### config.mk
export PLATFORM = sky130hd
export DESIGN_NAME = uart_tx_buffered
export DESIGN_NICKNAME = d
export VERILOG_FILES = /design/src/rtl/uart_tx_buffered.sv
export SDC_FILE = /design/constraint.sdc
export NUM_CORES = 1
export LEC_CHECK = 0
export BUFFER_PORTS_ARGS = -buffer_cell sky130_fd_sc_hd__buf_2
export CAP_MARGIN = 20
export CORE_MARGIN = 1.5
export CORE_UTILIZATION = 40
export DETAILED_ROUTE_END_ITERATION = 6
export MAX_ROUTING_LAYER = met4
export PLACE_DENSITY = 0.64
export SYNTH_ARGS = -nofsm -noshare
export SYNTH_HDL_FRONTEND = slang
export SYNTH_SLANG_ARGS = --single-unit
### constraint.sdc
create_clock -name sysclk -period 6.75 [get_ports sysclk]
set_input_delay 0.3375 -clock sysclk [delete_from_list [all_inputs] [get_ports sysclk]]
set_output_delay 0.3375 -clock sysclk [all_outputs]
set_load 0.01 [all_outputs]
### src/rtl/uart_tx_buffered.sv
// uart_tx_buffered: byte FIFO feeding an 8N1 UART serialiser with its own
// per-bit cycle timer. Define UART_TX_PARITY_EN to insert an even-parity bit
// between the data bits and the stop bit (8E1).
module uart_tx_buffered #(
    parameter int CLKS_PER_BIT = 10417,
    parameter int FIFO_AW      = 4
) (
    input  logic               sysclk,
    input  logic               reset,
    input  logic [7:0]         TX_DATA,
    input  logic               TX_EN,
    output logic               TX_STATUS,
    output logic               TX_BUSY,
    output logic [FIFO_AW:0]   FIFO_COUNT,
    output logic               OVERFLOW,
    output logic               UART_TX
);
    localparam int DEPTH = 1 << FIFO_AW;
    localparam int CTW   = FIFO_AW + 1;
    localparam int CW    = (CLKS_PER_BIT > 1) ? $clog2(CLKS_PER_BIT) : 1;
    localparam logic [CW-1:0]  CNT_MAX    = CW'(CLKS_PER_BIT - 1);
    localparam logic [CTW-1:0] COUNT_FULL = CTW'(DEPTH);

`ifdef UART_TX_PARITY_EN
    typedef enum logic [2:0] {IDLE, START, DATA, PARITY, STOP} state_t;
`else
    typedef enum logic [2:0] {IDLE, START, DATA, STOP} state_t;
`endif

    logic [7:0]         mem [0:DEPTH-1];
    logic [FIFO_AW-1:0] wr_ptr_reg;
    logic [FIFO_AW-1:0] rd_ptr_reg;
    logic [CTW-1:0]     count_reg;
    logic               overflow_reg;
    logic [7:0]         shifter_reg;

    state_t             state_reg, state_next;
    logic [CW-1:0]      clk_cnt_reg, clk_cnt_next;
    logic [2:0]         bit_idx_reg, bit_idx_next;
    logic               tx_reg, tx_next;

    logic               wr_en;
    logic               pop;
    logic               bit_done;

    // Writes are judged on the registered count only, so a pop on the same
    // edge never makes room for a write into a full FIFO.
    assign TX_STATUS  = (count_reg != COUNT_FULL);
    assign wr_en      = TX_EN & TX_STATUS;
    assign pop        = (state_reg == IDLE) && (count_reg != '0);
    assign bit_done   = (clk_cnt_reg == CNT_MAX);

    assign TX_BUSY    = (state_reg != IDLE);
    assign FIFO_COUNT = count_reg;
    assign OVERFLOW   = overflow_reg;
    assign UART_TX    = tx_reg;

    // FIFO storage write port (no reset: plain RAM)
    always_ff @(posedge sysclk) begin
        if (wr_en) begin
            mem[wr_ptr_reg] <= TX_DATA;
        end
    end

    // Registered RAM read straight into the shifter on a pop
    always_ff @(posedge sysclk) begin
        if (pop) begin
            shifter_reg <= mem[rd_ptr_reg];
        end
    end

    // FIFO pointers, occupancy and sticky overflow flag
    always_ff @(posedge sysclk) begin
        if (reset) begin
            wr_ptr_reg   <= '0;
            rd_ptr_reg   <= '0;
            count_reg    <= '0;
            overflow_reg <= 1'b0;
        end else begin
            if (wr_en) begin
                wr_ptr_reg <= wr_ptr_reg + FIFO_AW'(1);
            end
            if (pop) begin
                rd_ptr_reg <= rd_ptr_reg + FIFO_AW'(1);
            end
            case ({wr_en, pop})
                2'b10:   count_reg <= count_reg + CTW'(1);
                2'b01:   count_reg <= count_reg - CTW'(1);
                default: count_reg <= count_reg;
            endcase
            if (TX_EN && !TX_STATUS) begin
                overflow_reg <= 1'b1;
            end
        end
    end

    // Serialiser state register; the line is registered so it lags state by one cycle
    always_ff @(posedge sysclk) begin
        if (reset) begin
            state_reg   <= IDLE;
            clk_cnt_reg <= '0;
            bit_idx_reg <= '0;
            tx_reg      <= 1'b1;
        end else begin
            state_reg   <= state_next;
            clk_cnt_reg <= clk_cnt_next;
            bit_idx_reg <= bit_idx_next;
            tx_reg      <= tx_next;
        end
    end

    // Next-state, bit timer and line level for the current state
    always_comb begin
        state_next   = state_reg;
        clk_cnt_next = clk_cnt_reg;
        bit_idx_next = bit_idx_reg;
        tx_next      = 1'b1;
        if (state_reg != IDLE) begin
            clk_cnt_next = bit_done ? '0 : clk_cnt_reg + CW'(1);
        end
        case (state_reg)
            IDLE: begin
                clk_cnt_next = '0;
                bit_idx_next = '0;
                if (pop) begin
                    state_next = START;
                end
            end
            START: begin
                tx_next = 1'b0;
                if (bit_done) begin
                    state_next = DATA;
                end
            end
            DATA: begin
                tx_next = shifter_reg[bit_idx_reg];
                if (bit_done) begin
                    bit_idx_next = bit_idx_reg + 3'd1;
                    if (bit_idx_reg == 3'd7) begin
`ifdef UART_TX_PARITY_EN
                        state_next = PARITY;
`else
                        state_next = STOP;
`endif
                    end
                end
            end
`ifdef UART_TX_PARITY_EN
            PARITY: begin
                tx_next = ^shifter_reg;
                if (bit_done) begin
                    state_next = STOP;
                end
            end
`endif
            STOP: begin
                tx_next = 1'b1;
                if (bit_done) begin
                    state_next = IDLE;
                end
            end
            default: begin
                state_next = IDLE;
            end
        endcase
    end

endmodule

* After elaboration in Yosys (flattened, before gate mapping) *
Memory sizes are Yosys's and may differ from the RTL's. A register that Yosys moved wholly into a read port is not among the register bits.
Cells that the tools add are included.

storage, ports and cells
  bits in writable memories = 128
  logic and storage cells = 56
  output and inout port bits = 9
  register bits = 35
  memories kept = 1
  bits of input ports = 11

memory list
  name  words  bits a word  read ports  clocked after Yosys merged registers in  write ports  line  RTL
  mem   16     8            1           1                                        1            30    logic [7:0] mem [0:DEPTH-1];

cells by class
  bitwise operators = 1
  $add $sub $neg = 6
  magnitude comparators = 1
  equality and inequality tests = 13
  reduce and logical (&&, ||, !) cells = 11
  muxes and demuxes = 15

operators with widths
  cell                                                                          number
  3-bit 2-to-1 mux                                                              6
  14-bit by 1-bit adder with 14-bit output, second input constant               1
  14-bit equality test, second input constant                                   1
  14-bit 2-to-1 mux                                                             1
  3-bit case mux with 4 select lines                                            1
  2-bit != test, second input constant                                          5
  5-bit case mux with 2 select lines                                            1
  4-bit by 1-bit adder with 4-bit output, second input constant                 2
  3-bit by 2-bit equality test with 1-bit output, second input constant         2
  3-bit case mux with 2 select lines                                            1
  5-bit by 1-bit adder with 5-bit output, second input constant                 1
  5-bit != test, second input constant                                          1
  5-bit AND reduction                                                           1
  5-bit nonzero test                                                            1
  5-bit by 1-bit subtractor with 5-bit output, second input constant            1
  3-bit by 4-bit less-than comparator with 1-bit output, second input constant  1
  2-bit nonzero test                                                            2
  3-bit by 1-bit adder with 3-bit output, second input constant                 1
  1-bit binary-select mux with 3-bit select                                     1
  3-bit by 1-bit equality test with 1-bit output, second input constant         1
  3-bit equality test, second input constant                                    1
  3-bit zero test                                                               1
  1-bit 2-to-1 mux                                                              3
  3-bit nonzero test                                                            1
  8 further kinds                                                               9

* Depth between registers and ports, before layout *
  depth after elaboration = 4
  gate-level depth with buffers = 13
  gate-level depth less buffers = 11

* Worst setup path after synthesis *
OpenSTA, ideal clock, no wires.

  kind = flip-flop to flip-flop
  from = reg count_reg[1] (netlist: FIFO_COUNT[1])
  to = reg count_reg[4] (netlist: FIFO_COUNT[4])
  data required time = 6.629 ns
  buffers on the path = 2
  slack = 3.440 ns
  arrival time = 3.189 ns
  clock period less this slack = 3.310 ns
  stages on the path, launching flop included = 13
  library setup time = 0.121 ns
  path through = dfxtp_1 clkbuf_1 or4_2 o21a_1 ha_1 clkbuf_1 xor2_1 ha_1 a211o_1 nand2_1 nand3b_1 a31oi_1 mux2_2

between the ends
  longest elaborated chain between the ends = 4
  elaborated cells between the ends (all ways) = 10
  those cells by class = add/sub (2); eq/ne (3); mux (1); bitwise (1); reduce/logical (3)

ends and longest elaborated chain
  element                                                                                line  RTL
  start, declared                                                                        33    logic [CTW-1:0] count_reg;
  start signal, assigned                                                                 87    2'b10: count_reg <= count_reg + CTW'(1);
  start signal, assigned                                                                 88    2'b01: count_reg <= count_reg - CTW'(1);
  start signal, assigned                                                                 89    default: count_reg <= count_reg;
  5-bit nonzero test *                                                                   50    assign pop = (state_reg == IDLE) && (count_reg != '0);
  1-bit logical AND *                                                                    50
  named net pop                                                                          43    logic pop;
  2-bit by 1-bit equality test with 1-bit output or 2-bit equality test (tied branches)  86    case ({wr_en, pop})
  5-bit case mux with 2 select lines or 2-bit nonzero test (tied branches)               --

Mark *: on every way through the listed nets, which the timed path passes. The rest lies on a longest branch.
A chain may end at the register's enable or synchronous reset.

* Worst setup path after layout *
Same ends and word-level chain as after synthesis.

==> reports/qor.yml <==
core-area_um2: 17200
syn_to_final_growth_pct: 13.1
fin_ws_ns: 3.35
seqCellArea_um2: 4770
synth.net_count: 439
power_density_nw_per_um2: 361
rsz0062_at_grt: "no"
syn_avg_cell_area_um2: 17.0
cp_slowest_cell: "or4_2"
postCtsSetupRepairBufs: 0
drt-initial-drc-count: 299
setup_viol: 0
grt_overflow: 0
worst_r2r_endpoint: "FIFO_COUNT[4]$_SDFFE_PP0P_"
multi_input_area_um2: 2070
required_ns: 7.07
fin_nets: 462
syn_inst: 411
path_class: "flip-flop to flip-flop"
status: "completed"
period_share_pct: 50.3
yosysMostFrequentCell: "edfxtp_1"
largest_reg_flops: 128
antenna_cells: 0
cts_inserted_buffers: 17
holdPathStages: 3
numPortBuffers: 19
critical-path-top-delay-family: "compound AO/OA/AOI/OAI gates"
drt_first_pass_iters: 4
leakage_nw: 2.57
initial_utilization_pct: 40.6
ir_drop_mv: 0.179
crit_top_cell: "ha_1"
root_buffer: "clkbuf_16"
ys_top_cells_by_area: "edfxtp_1 (59%), mux4_2 (14%), dfxtp_1 (9.8%)"
hold_class: "input port to flip-flop"
htreeDepth: 4
ys_top_cells_by_count: "edfxtp_1 (136), nor2_1 (47), mux4_2 (42)"
hold_viol: 0
arrival_ns: 3.72
slew_violations: 0
wl_per_cell_um: 17.6
die-area_um2: 18200
fin_skew_ns: 0.00655
hpwl_mm: 7.98
r2r-start: "FIFO_COUNT[1]$_SDFFE_PP0P_"
grt_pass1_wl_mm: 19.3
hp-start: "TX_EN"
reg2reg_slack_ns: 3.35
fillers: 1461
clock_latency_ns: 0.43
antenna_found_initial: 0
period_needed_ns: 3.40
yosysWarnings: 0
routed_wl_mm: 11.8
gp_congestion: 0.820
grt_use_total_pct: 15.0
crit_fanout: 14
cp-start-kind: "flip-flop"
cts_tree: "built"
clockBufferDepth: 2
yosysSeqAreaShare_pct: 68.3
via_count: 3450
viasPerCell: 5.13
synth_edf_count: 136
dieWidth_um: 135
synth_flop_cell: "edfxtp_1"
netlist-cell-type-count: 46
synth.top_cell.area_share_pct: 58.5
pin_count: 20
final_core_util_pct: 45.9
synth_area_um2: 6980
cts_sinks: 170
die_h_um: 135
whs_endpoint: "OVERFLOW$_SDFFE_PP0P_"
path_buf_inv: 0
tns_ns: 0
ff2ff_path_depth: 10
synth_top_area_cell: "edfxtp_1"
path_cells: "or4_2, o21a_1, ha_1, xor2_1, ha_1, a211o_1, nand2_1, nand3b_1, a31oi_1, mux2_2"
async_flop_share_pct: 0
clk_pin_slew_ns: 0.07
cts_resized: 0
rows: 48
grt_pass1_vias: 3553
drcViolationCount: 0
critical-path-max-stage-delay_ns: 0.70
total_power_mw: 2.85
crit_path_end_kind: "flip-flop"
ctsHoldBuffers: 0
max-cap-violations: 0
drive_gt1_share_pct: 24.8
slew_headroom_pct: 47.4
fmax_mhz: 294
grt_max_degree: 36
ys_seq_elements: 170
worst_pin_slew_ns: 0.786
pre_cts_slack_ns: 3.38
ant_nets: 0
==> worst reg2reg max path: cells and delay by family, from the launching register on <==
family,cells,cell delay (ns)
multiplexers,1,0.36
AND/OR/NAND/NOR,3,0.84
AO/OA/AOI/OAI,3,0.88
flip-flops,1,0.39
adder cells (fa/ha/maj),2,0.64
XOR/XNOR,1,0.19
==> layout by cell type, fill, tap and decap left out, types with 11 or more instances in the layout <==
cell	n
buf_2	19
clkbuf_16	17
dfxtp_1	33
edfxtp_1	136
ha_1	17
inv_1	11
mux4_2	42
nand2_1	16
nor2_1	47
xor2_1	15
==> metal layers <==
layer / GRT usage, % / up-vias / wire length (um) / part of all wire (%)
met3: 4.32 / 16 / 596 / 5.0
met5: - / - / 0 / 0
met4: 5.73 / 0 / 166 / 1.4
met1: 18.6 / 1738 / 5180 / 44
li1: - / 1623 / - / -
met2: 23.3 / 73 / 5880 / 50
==> how the worst max path moves through the flow <==
stage	startpoint	end	cells past startpoint
2_1_floorplan	FIFO_COUNT[1]$_SDFFE_PP0P_	FIFO_COUNT[4]$_SDFFE_PP0P_	12
6_report	FIFO_COUNT[1]$_SDFFE_PP0P_	FIFO_COUNT[4]$_SDFFE_PP0P_	10
4_1_cts	FIFO_COUNT[1]$_SDFFE_PP0P_	FIFO_COUNT[4]$_SDFFE_PP0P_	10
5_1_grt	FIFO_COUNT[1]$_SDFFE_PP0P_	FIFO_COUNT[4]$_SDFFE_PP0P_	10
3_3_place_gp	FIFO_COUNT[1]$_SDFFE_PP0P_	FIFO_COUNT[4]$_SDFFE_PP0P_	10
3_5_place_dp	FIFO_COUNT[1]$_SDFFE_PP0P_	FIFO_COUNT[4]$_SDFFE_PP0P_	10
==> stage by stage <==
stage	cell area, um^2	instances	hold slack, ns
after floorplan	6980	411	0.436
after global placement	7300	640	0.459
after detailed placement	7300	640	0.473
after CTS	7890	672	0.168
after global routing	7890	672	0.217
final	7890	672	0.190
==> power by group <==
group / switching [mW] / internal, mW / total (mW)
Combinational: 0.322 / 0.289 / 0.610
Clock: 0.419 / 0.553 / 0.972
Sequential: 0.0433 / 1.22 / 1.27
==> cell type report <==
cell class	count	area share, %
Inverter	11	0.523
Clock buffer	17	5.39
Sequential cell	170	60.4
Multi-Input combinational cell	209	26.2
Timing Repair Buffer	25	1.78
Tap cell	225	3.57
Clock inverter	15	2.11
==> logic make-up after synthesis <==
logic type | count (synthesis) | share of synthesized area, %
AO/OA/AOI/OAI | 18 | 1.90
XOR/XNOR | 22 | 2.76
adder cells (fa/ha/maj) | 17 | 3.05
buffers and inverters | 32 | 2.06
flip-flops | 170 | 68.3
multiplexers | 50 | 14.7
AND/OR/NAND/NOR | 102 | 7.21
Power figures use the tool's default switching activity.
